[config.mk]
export PLATFORM = sky130hd
export DESIGN_NAME = reg_file_mp
export DESIGN_NICKNAME = d
export VERILOG_FILES = /design/src/rtl/regfile_pkg.sv /design/src/rtl/regfile_clear_seq.sv /design/src/rtl/reg_file_mp.sv
export SDC_FILE = /design/constraint.sdc
export NUM_CORES = 1
export LEC_CHECK = 0
export CORE_MARGIN = 2
export CORE_UTILIZATION = 40
export DETAILED_ROUTE_END_ITERATION = 7
export PLACE_DENSITY = 0.67
export SETUP_SLACK_MARGIN = 0.5
export SYNTH_ARGS = -nofsm -noshare
export SYNTH_HDL_FRONTEND = slang
export SYNTH_SLANG_ARGS = --single-unit
[constraint.sdc]
create_clock -name clk -period 7.95 [get_ports clk]
set_clock_uncertainty 0.1 [all_clocks]
set_input_delay 1.59 -clock clk [delete_from_list [all_inputs] [get_ports clk]]
set_output_delay 1.59 -clock clk [all_outputs]
set_load 0.02 [all_outputs]
[src/rtl/regfile_pkg.sv]
// Shared definitions for the parametrised register file.
//   rf_state_t : clear-engine state (CLEAR walks the array, RUN is normal use)
//   DEF_DATA_W / DEF_ADDR_W : default geometry (32 x 32)
//   rf_depth() : number of entries for a given address width
package regfile_pkg;

  typedef enum logic {
    CLEAR = 1'b0,
    RUN   = 1'b1
  } rf_state_t;

  localparam int unsigned DEF_DATA_W = 32;
  localparam int unsigned DEF_ADDR_W = 5;

  function automatic int unsigned rf_depth(input int unsigned addr_w);
    return 32'd1 << addr_w;
  endfunction

endpackage

[src/rtl/regfile_clear_seq.sv]
// Sequential clear engine: walks the array one entry per cycle after reset
// or a clear request, then hands the write port back to the datapath.
// Ports:
//   clk, rst      : clock, synchronous active-high reset
//   clr           : restart the clear walk from entry 0
//   busy          : walk in progress (combinational from state)
//   clr_we        : write a zero to clr_addr on this edge
//   clr_addr      : entry being cleared
module regfile_clear_seq
  import regfile_pkg::*;
#(
  parameter int unsigned ADDR_W = DEF_ADDR_W
) (
  input  logic              clk,
  input  logic              rst,
  input  logic              clr,
  output logic              busy,
  output logic              clr_we,
  output logic [ADDR_W-1:0] clr_addr
);

  rf_state_t         r_state;
  logic [ADDR_W-1:0] r_ptr;

  always_ff @(posedge clk) begin
    if (rst) begin
      r_state <= CLEAR;
      r_ptr   <= '0;
    end else begin
      case (r_state)
        CLEAR: begin
          if (clr) begin
            r_ptr <= '0;
          end else begin
            r_ptr <= r_ptr + 1'b1;
            // DEPTH is a power of two, so the last entry is all-ones
            if (&r_ptr) r_state <= RUN;
          end
        end
        RUN: begin
          if (clr) begin
            r_state <= CLEAR;
            r_ptr   <= '0;
          end
        end
        default: begin
          r_state <= CLEAR;
          r_ptr   <= '0;
        end
      endcase
    end
  end

  assign busy     = (r_state == CLEAR);
  // The restart edge and the reset edge do not write the array
  assign clr_we   = (r_state == CLEAR) && !rst && !clr;
  assign clr_addr = r_ptr;

endmodule

[src/rtl/reg_file_mp.sv]
// Parametrised multi-read-port register file with sequential clear.
// Ports:
//   clk, rst  : clock, synchronous active-high reset
//   clr       : request full-array clear (pulse)
//   rd_addr   : NUM_RD packed read addresses, port k at [k*ADDR_W +: ADDR_W]
//   rd_data   : NUM_RD packed read data, port k at [k*DATA_W +: DATA_W]
//   we, wr_addr, wr_data : write port
//   busy      : clear engine active; writes ignored, reads return 0
//   wr_drop   : registered pulse, a write was discarded the previous cycle
module reg_file_mp
  import regfile_pkg::*;
#(
  parameter int unsigned DATA_W   = DEF_DATA_W,
  parameter int unsigned ADDR_W   = DEF_ADDR_W,
  parameter int unsigned NUM_RD   = 2,
  parameter int unsigned ZERO_REG = 1,
  parameter int unsigned BYPASS   = 1
) (
  input  logic                     clk,
  input  logic                     rst,
  input  logic                     clr,
  input  logic [NUM_RD*ADDR_W-1:0] rd_addr,
  output logic [NUM_RD*DATA_W-1:0] rd_data,
  input  logic                     we,
  input  logic [ADDR_W-1:0]        wr_addr,
  input  logic [DATA_W-1:0]        wr_data,
  output logic                     busy,
  output logic                     wr_drop
);

  localparam int unsigned DEPTH = rf_depth(ADDR_W);

  logic              w_busy;
  logic              w_clr_we;
  logic [ADDR_W-1:0] w_clr_addr;
  logic              w_zero_hit;
  logic              w_run_we;
  logic              r_wr_drop;
  logic [DATA_W-1:0] r_mem [DEPTH];

  regfile_clear_seq #(
    .ADDR_W (ADDR_W)
  ) u_clear_seq (
    .clk      (clk),
    .rst      (rst),
    .clr      (clr),
    .busy     (w_busy),
    .clr_we   (w_clr_we),
    .clr_addr (w_clr_addr)
  );

  assign w_zero_hit = (ZERO_REG != 0) && (wr_addr == '0);
  assign w_run_we   = we && !w_busy && !clr && !w_zero_hit;

  always_ff @(posedge clk) begin
    if (rst) r_wr_drop <= 1'b0;
    else     r_wr_drop <= we && !w_run_we;
  end

  // Array has no reset of its own so it can map onto RAM; the clear engine
  // and the run-mode write share a single write port (mutually exclusive).
  always_ff @(posedge clk) begin
    if (!rst) begin
      if (w_clr_we)      r_mem[w_clr_addr] <= '0;
      else if (w_run_we) r_mem[wr_addr]    <= wr_data;
    end
  end

  for (genvar k = 0; k < NUM_RD; k++) begin : g_rd
    logic [ADDR_W-1:0] w_ra;
    logic [DATA_W-1:0] w_rd;

    assign w_ra = rd_addr[k*ADDR_W +: ADDR_W];

    always_comb begin
      w_rd = '0;
      if (w_busy)                                   w_rd = '0;
      else if ((ZERO_REG != 0) && (w_ra == '0))     w_rd = '0;
      else if ((BYPASS != 0) && we && (wr_addr == w_ra)) w_rd = wr_data;
      else                                          w_rd = r_mem[w_ra];
    end

    assign rd_data[k*DATA_W +: DATA_W] = w_rd;
  end

  assign busy    = w_busy;
  assign wr_drop = r_wr_drop;

endmodule

# Word level (Yosys, flattened, before mapping)
# Memory sizes are Yosys's and may differ from the RTL's.
# Index checks and enable logic that the tools add are counted.
# word_totals
wordCells	49
latch_bits	0
ram_bits	1024
memories	1
ff_bits	7
output_inout_bits	66
rom_bits	0
inputBits	51
# memory_table
memory	depth	word_bits	read_ports	rd_ports_with_merged_regs	wr	line	source
r_mem	32	32	2	0	1	reg_file_mp.sv:39	logic [DATA_W-1:0] r_mem [DEPTH];
# classes
multipliers	0
addsub	1
bitwise	1
div	0
order_cmp	0
n_reduce_logical	17
eq_ne	3
shift	0
muxes	23
# op_table
operator	count
$mux W32	7
$reduce_or A32 Y1	1
$logic_not A5 Y1	3
$mux W5	3
$mux W1	11
$eq A5 B5 Y1	2
$pmux W5 S2	1
$logic_and A1 B1 Y1	8
$add A5 B1 Y5 const B	1
$reduce_and A5 Y1	1
$logic_not A1 Y1	4
$ne A2 B2 Y1 const B	1
$pmux W1 S2	1
$not A1 Y1	1

# Depth between registers and ports, before layout
# Gate-level depths: netlist of run 1.
# logic_depth
word_depth	9
depth_mapped	10
ltp_nobuf	5

# Modules after synthesis
# From an unflattened synthesis of run 1, not the netlist that was laid out.
# unflattened
cells_unflattened	2679
area_unflattened_um2	48383.9
# by_module_without_submodules
module	seq_area_each_um2	cells_each	instances	area_each_um2
reg_file_mp	30769.5	2651	1	48098.6
regfile_clear_seq	120.1	28	1	285.3

# Worst setup path before layout of run 1
# No wires, ideal clock.
# synth_path
path_kind	input-to-output
startpoint	input port rd_addr[0]
endpoint	output port rd_data[10]
slack_ns	3.002
arrival_time_ns	3.258
required_ns	6.260
path_buffers	4
stages	7
path_cell_list	buf_2 > buf_6 > buf_6 > buf_2 > mux4_2 > a31oi_1 > a41oi_1
# synth_via
elab_chain_cells	5
word_cells_on_any_way	7
cone_classes	1 x eq/ne; 3 x mux; 2 x reduce/logical; 1 x memory
# synth_lines
element	line	source
start, declared	reg_file_mp.sv:22	input logic [NUM_RD*ADDR_W-1:0] rd_addr,
parallel branches: the longest is 3 deep, another holds $mem_v2 Z32 W32	--	
$mux W32 (*)	reg_file_mp.sv:78	else if ((ZERO_REG != 0) && (w_ra == '0)) w_rd = '0;
$mux W32 (*)	reg_file_mp.sv:77	if (w_busy) w_rd = '0;
end, declared	reg_file_mp.sv:23	output logic [NUM_RD*DATA_W-1:0] rd_data,
# Every way passes the cells marked *.

# Worst setup path after layout of run 1
# layout_path
startpoint	input port wr_addr[2]
endpoint	output port rd_data[10]
# layout_via
elab_chain_cells	5
# layout_lines
element	line	source
start, declared	reg_file_mp.sv:25	input logic [ADDR_W-1:0] wr_addr,
$eq A5 B5 Y1	reg_file_mp.sv:79	else if ((BYPASS != 0) && we && (wr_addr == w_ra)) w_rd = wr_data;
$logic_and A1 B1 Y1	reg_file_mp.sv:79	
$mux W32	reg_file_mp.sv:79	
$mux W32	reg_file_mp.sv:78	
$mux W32	reg_file_mp.sv:77	
# No other way between the ends.

==> flow_metrics.env, run 1 <==
export IMPL_synth_area_per_cell_um2=17.3
export IMPL_cts_inserted_buffers=102
export IMPL_grt_setup_unrepaired="false"
export IMPL_hold_end="u_clear_seq.clr_addr[1]$_SDFFE_PP0P_"
export IMPL_grt_max_degree=67
export IMPL_ys_flop_type="edfxtp_1"
export IMPL_period_share=0.914
export IMPL_drt_total_wl_mm=158
export IMPL_fp_coreArea_mm2=0.122
export IMPL_holdBufCountCts=0
export IMPL_rows=128
export IMPL_yosysMostFrequentCell="edfxtp_1"
export IMPL_ir_worst_vdd_mv=0.167
export IMPL_die_area_mm2=0.126
export IMPL_worstSkewPairLatency_ps=690
export IMPL_tightest_slew_ps=1200
export IMPL_final_nets=3013
export IMPL_synthTopCellsByArea="edfxtp_1, mux4_2, mux2i_1"
export IMPL_grt_usage=0.247
export IMPL_antenna_found_initial=9
export IMPL_r2r_slack_ps=4000
export IMPL_finalSetupTns_ps=0
export IMPL_hold_path_startpoint="u_clear_seq.clr_addr[1]$_SDFFE_PP0P_"
export IMPL_hold_ws_ps=476
export IMPL_crit_required_ps=6260
export IMPL_syn_nets=2900
export IMPL_worstPathArrival_ps=5580
export IMPL_finish_utilization=0.458
export IMPL_grt_pass1_vias=31000
export IMPL_drive_above_1_share=0.233
export IMPL_synthCells=2847
export IMPL_die_h_um=355
export IMPL_drc=0
export IMPL_syn_to_final_growth_pct=13.5
export IMPL_cts_clk_slew_worst_paths_ps=60
export IMPL_cts_post_setup_buffers_inserted=0
export IMPL_initial_core_util=0.404
export IMPL_worstReg2RegStart="u_clear_seq.r_state$_SDFF_PP0_"
export IMPL_crit_fanout=64
export IMPL_startpoint_type="input port"
export IMPL_p_leak_uw=0.0157
export IMPL_status="complete, no violations"
export IMPL_dp_hpwl_mm=95.1
export IMPL_wl_per_cell_um=33.8
export IMPL_async_flop_share=0
export IMPL_yosysWarnings=0
export IMPL_io_buffer_count=116
export IMPL_clock_path_buffers=3
export IMPL_synth_edff_count=1024
export IMPL_first_pass_iters=8
export IMPL_synth_top_area_share=0.625
export IMPL_synth_seq_cells=1031
export IMPL_grt_pass1_wl_mm=223
export IMPL_fmax_mhz=138
export IMPL_overflow=0
export IMPL_hold_violations=0
export IMPL_yosysUniqueCellTypes=49
export IMPL_worstSetupPathType="in -> out"
export IMPL_maxCapViolCount=0
export IMPL_min_path_type="reg -> reg"
export IMPL_ant_nets=0
export IMPL_netlist_area_mm2=0.0492
export IMPL_clkSinkCount=1031
export IMPL_reg2reg_to="r_mem[20][20]$_DFFE_PP_"
export IMPL_yosysTopAreaCell="edfxtp_1"
export IMPL_avgViaCountPerCell=6.69
export IMPL_synth_common_cells="edfxtp_1, mux2i_1, mux4_2"
export IMPL_via_count=31200
export IMPL_final_max_slew_viol_count=0
export IMPL_die_w_um=355
export IMPL_io_pins=117
export IMPL_whs_path_depth=2
export IMPL_htree_num_levels=3
export IMPL_finalSetupViolations=0
export IMPL_cts_resized=0
export IMPL_drt_iter0_drc=4795
export IMPL_cts_tree="yes"
export IMPL_root_buffer="clkbuf_16"
export IMPL_p_per_area_mw_per_mm2=204
export IMPL_r2r_cells=6
export IMPL_period_needed_ps=7270
export IMPL_slew_headroom=0.201
export IMPL_gp_congestion=0.845
export IMPL_cp_end_kind="output pin"
export IMPL_seq_area_frac_synth=0.628
## layout make-up
cell class / instances / area (µm²)
Fill cell: 10200 / 66000
Sequential cell: 1031 / 30900
Multi-Input combinational cell: 1573 / 17300
Clock buffer: 125 / 2700
Timing Repair Buffer: 250 / 2350
Tap cell: 1625 / 2030
Clock inverter: 61 / 505
Inverter: 2 / 7.51
Antenna cell: 2 / 5.00
## logic make-up (layout without fill, tap and decap cells)
kind of cell    after synthesis  in the layout  synth area share
buf+inv                     243            438            0.0271
other cells                   0              2                 0
simple gates                251            251            0.0266
mux                         782            782             0.242
flops                      1031           1031             0.628
compound gates              525            525            0.0741
fa+ha+maj                     2              2          0.000508
xor+xnor                     13             13           0.00231
## sequential cells by signal (all words and copies together), names as in the netlist
name / count
u_clear_seq.clr_addr: 5
r_mem: 1024
wr_drop: 1
u_clear_seq.r_state: 1
## layer usage
layer  vias to the layer above  global-route usage  wire length (µm)
li1                      12200                   -                 -
met1                     16300               0.337             59900
met2                      2233               0.382             72000
met3                       431              0.0582             18800
met4                         6               0.104              7250
met5                         -                   0                24
## worst max-delay path by stage
stage	from	endpoint	cells after the start	slack [ps]
final	wr_addr[2]	rd_data[10]	6	680
after global routing	wr_addr[3]	rd_data[10]	6	660
after CTS	wr_addr[1]	rd_data[10]	6	810
after detailed placement	wr_addr[1]	rd_data[10]	6	810
after global placement	wr_addr[3]	rd_data[10]	6	770
after floorplan	rd_addr[0]	rd_data[10]	7	3000
## stage by stage
step,std cells,setup WS [ps],power (µW),area [µm²]
floorplan,2847,3000,6460,49200
global placement,4481,766,6710,52600
detailed placement,4481,809,6710,52600
CTS,4667,809,11400,55800
global route,4668,658,11600,55800
finish,4669,681,11400,55800
## cell usage in the layout, fill, tap and decap left out, types with 4 or more instances in the layout
| cell | count |
|---|---|
| a211o_1 | 8 |
| a21oi_1 | 9 |
| a22o_1 | 26 |
| a22oi_1 | 60 |
| a31oi_1 | 84 |
| a41oi_1 | 32 |
| and2_1 | 43 |
| buf_12 | 15 |
| buf_4 | 122 |
| bufinv_16 | 8 |
| clkbuf_1 | 20 |
| clkbuf_16 | 105 |
| clkdlybuf4s50_1 | 106 |
| clkinv_1 | 27 |
| clkinv_2 | 20 |
| dfxtp_1 | 7 |
| edfxtp_1 | 1024 |
| mux2_2 | 48 |
| mux2i_1 | 414 |
| mux4_2 | 320 |
| nand2_1 | 45 |
| nand2b_1 | 6 |
| nand3_1 | 14 |
| nor2_1 | 16 |
| nor2_4 | 39 |
| nor2b_1 | 61 |
| o21ai_0 | 120 |
| o221ai_1 | 78 |
| o22ai_1 | 78 |
| o2bb2ai_1 | 8 |
| o311ai_0 | 8 |
| or2_2 | 4 |
| xor2_1 | 10 |
## critical path, cell delays in order
cell and delay, ps:
clkdlybuf4s50_1 580, xor2_1 220, nor4_1 440, nand3_4 850
a41oi_1 1090, clkdlybuf4s50_1 760
## power by group
group | total, µW | switching [µW] | internal, µW
clock | 4750 | 2090 | 2660
sequential | 5900 | 5.95 | 5900
combinational | 711 | 454 | 258
total | 11400 | 2550 | 8820
Note: power is estimated with default switching activity, not from simulation.
==> inputs of run 2 (changes only) <==
--- a/config.mk
+++ b/config.mk
@@ -5,11 +5,14 @@
 export SDC_FILE = /design/constraint.sdc
 export NUM_CORES = 1
 export LEC_CHECK = 0
+export CAP_MARGIN = 30
 export CORE_MARGIN = 2
 export CORE_UTILIZATION = 40
+export CTS_CLUSTER_SIZE = 40
 export DETAILED_ROUTE_END_ITERATION = 7
 export PLACE_DENSITY = 0.67
 export SETUP_SLACK_MARGIN = 0.5
 export SYNTH_ARGS = -nofsm -noshare
 export SYNTH_HDL_FRONTEND = slang
+export SYNTH_HIERARCHICAL = 1
 export SYNTH_SLANG_ARGS = --single-unit
==> run 2 against run 1 <==
Against the previous run: routed wire length down 0.45%; synthesized area down 1.7%; fmax up 7.1%; design area about the same; register-to-register slack worse by 160 ps; worst hold slack better by 57 ps; non-clock buffer count down 10; combinational power up 0.8%; flip-flop and latch count unchanged; critical path type unchanged; power up 2.2%; global-route usage up 0.52 points; critical path depth up 2.
==> flow_metrics.env, run 2 <==
export IMPL_status="complete, no violations"
export IMPL_slew_headroom=0.255
export IMPL_grt_setup_unrepaired="false"
export IMPL_clock_path_buffers=3
export IMPL_io_pins=117
export IMPL_die_w_um=352
export IMPL_grt_pass1_wl_mm=222
export IMPL_seqPwrFrac=0.508
export IMPL_worstReg2RegStart="u_clear_seq/r_state$_SDFF_PP0_"
export IMPL_yosysTopAreaCell="edfxtp_1"
export IMPL_grt_pass1_vias=30500
export IMPL_switching_share=0.220
export IMPL_finish_utilization=0.465
export IMPL_root_buffer="clkbuf_16"
export IMPL_hold_path_startpoint="u_clear_seq/r_state$_SDFF_PP0_"
export IMPL_cts_tree="yes"
export IMPL_startpoint_type="input port"
export IMPL_worstSetupPathType="in -> out"
export IMPL_synth_seq_cells=1031
export IMPL_whs_path_depth=2
export IMPL_holdBufCountCts=0
export IMPL_clkSinkCount=1031
export IMPL_dp_hpwl_mm=94.8
export IMPL_period_share=0.854
export IMPL_drive_above_1_share=0.255
export IMPL_synth_top_area_share=0.636
export IMPL_overflow=0
export IMPL_die_h_um=352
export IMPL_yosysWarnings=6
export IMPL_htree_num_levels=3
export IMPL_cp_end_kind="output pin"
export IMPL_ant_nets=0
export IMPL_finalSetupViolations=0
export IMPL_p_per_area_mw_per_mm2=208
export IMPL_cts_post_setup_buffers_inserted=0
export IMPL_top_register="r_mem"
export IMPL_intPower_uw=9060
export IMPL_via_count=30600
export IMPL_mostFrequentLayoutCell="edfxtp_1"
export IMPL_cts_clk_slew_worst_paths_ps=60
export IMPL_cts_inserted_buffers=101
export IMPL_netlist_area_mm2=0.0484
export IMPL_yosysMostFrequentCell="edfxtp_1"
export IMPL_cts_resized=0
export IMPL_drt_total_wl_mm=157
export IMPL_grt_usage=0.253
export IMPL_gp_congestion=0.915
export IMPL_antenna_found_initial=8
export IMPL_synth_area_per_cell_um2=18.1
export IMPL_ys_flop_type="edfxtp_1"
export IMPL_first_pass_iters=8
export IMPL_p_leak_uw=0.0157
export IMPL_finalSetupTns_ps=0
export IMPL_final_nets=2847
export IMPL_r2r_slack_ps=3840
export IMPL_crit_required_ps=6260
export IMPL_hold_violations=0
export IMPL_synth_edff_count=1024
export IMPL_largest_reg_flops=1024
export IMPL_async_flop_share=0
export IMPL_fmax_mhz=147
export IMPL_grt_max_degree=96
export IMPL_io_buffer_count=116
export IMPL_maxCapViolCount=0
export IMPL_min_path_type="reg -> reg"
export IMPL_ir_worst_vdd_mv=0.174
export IMPL_nFillCells=9906
export IMPL_die_area_mm2=0.124
export IMPL_drc=0
export IMPL_drt_iter0_drc=4843
export IMPL_power_switching_uw=2560
export IMPL_synthTopCellsByArea="edfxtp_1, mux4_2, mux2i_1"
export IMPL_syn_to_final_growth_pct=15.3
export IMPL_avgViaCountPerCell=6.82
export IMPL_crit_fanout=58
export IMPL_period_needed_ps=6790
export IMPL_wl_per_cell_um=35.0
export IMPL_hold_end="u_clear_seq/r_state$_SDFF_PP0_"
export IMPL_worstSkewPairLatency_ps=680
export IMPL_synth_common_cells="edfxtp_1, mux4_2, mux2i_1"
export IMPL_syn_nets=2732
export IMPL_combPwrFrac=0.062
export IMPL_yosysUniqueCellTypes=54
export IMPL_tightest_slew_ps=1120
export IMPL_p_clk_frac=0.431
export IMPL_r2r_cells=8
export IMPL_initial_core_util=0.403
export IMPL_rows=127
export IMPL_final_max_slew_viol_count=0
export IMPL_fp_coreArea_mm2=0.120
export IMPL_most_common_layout_cells="edfxtp_1, mux4_2, mux2i_1"
export IMPL_seq_area_frac_synth=0.638
export IMPL_reg2reg_to="r_mem[26][20]$_DFFE_PP_"
export IMPL_worstPathArrival_ps=5100
export IMPL_synthCells=2679
## run 2: cells by family (layout without fill, tap and decap cells)
group	after synthesis	in the layout	share of synthesized area
simple gates	228	228	0.0232
buf+inv	237	434	0.0241
flops	1031	1031	0.638
xor+xnor	13	13	0.00235
compound gates	524	524	0.0783
mux	644	644	0.233
fa+ha+maj	2	2	0.000517
other cells	0	1	0
## run 2: critical path, cell delays in order
cell and delay (ps):
buf_6 560, nor2_4 330, buf_12 300, a221oi_1 430, nor2_1 90, o21ai_0 720
a221o_1 300, clkdlybuf4s50_1 610
## run 2: layout make-up
type,count,area (µm²),share of cell area
Antenna cell,1,2.50,0.0000449
Clock buffer,122,2630,0.0471
Clock inverter,63,766,0.0137
Inverter,9,35.0,0.000628
Multi-Input combinational cell,1411,16700,0.299
Sequential cell,1031,30900,0.554
Tap cell,1612,2020,0.0362
Timing Repair Buffer,240,2800,0.0501
## run 2: power by group through the flow
stage / clock [µW] / combinational (µW) / sequential, µW
4_1_cts: 5040 / 705 / 5900
2_1_floorplan: 0 / 437 / 6010
3_3_place_gp: 0 / 698 / 6010
5_1_grt: 5230 / 742 / 5890
3_5_place_dp: 0 / 703 / 6010
6_report: 5000 / 717 / 5900
## run 2: metrics by stage
stage          total power (µW)  worst slack [ps]  instances  area (µm²)  hold slack [ps]
2_1_floorplan              6450              2860       2679       48400              445
3_3_place_gp               6710              1310       4277       51800              498
3_5_place_dp               6710              1320       4289       52000              528
4_1_cts                   11600              1290       4474       55400              535
5_1_grt                   11900              1050       4488       55800              568
6_report                  11600              1160       4489       55800              533
## run 2: worst max-delay path by stage
stage	startpoint	end	slack, ps	cells past startpoint
final	rd_addr[1]	rd_data[4]	1160	8
after global routing	rd_addr[0]	rd_data[0]	1050	8
after CTS	rd_addr[1]	rd_data[6]	1290	8
after detailed placement	rd_addr[1]	rd_data[6]	1320	8
after global placement	rd_addr[1]	rd_data[6]	1310	8
after floorplan	clr	r_mem[28][0]$_DFFE_PP_	2860	8
## run 2: metal layers
metal / routed length (µm) / GRT usage / vias up
li1: - / - / 11800
met1: 57800 / 0.342 / 15900
met2: 68900 / 0.372 / 2539
met3: 23600 / 0.0897 / 450
met4: 6920 / 0.102 / 10
met5: 62 / 0 / -
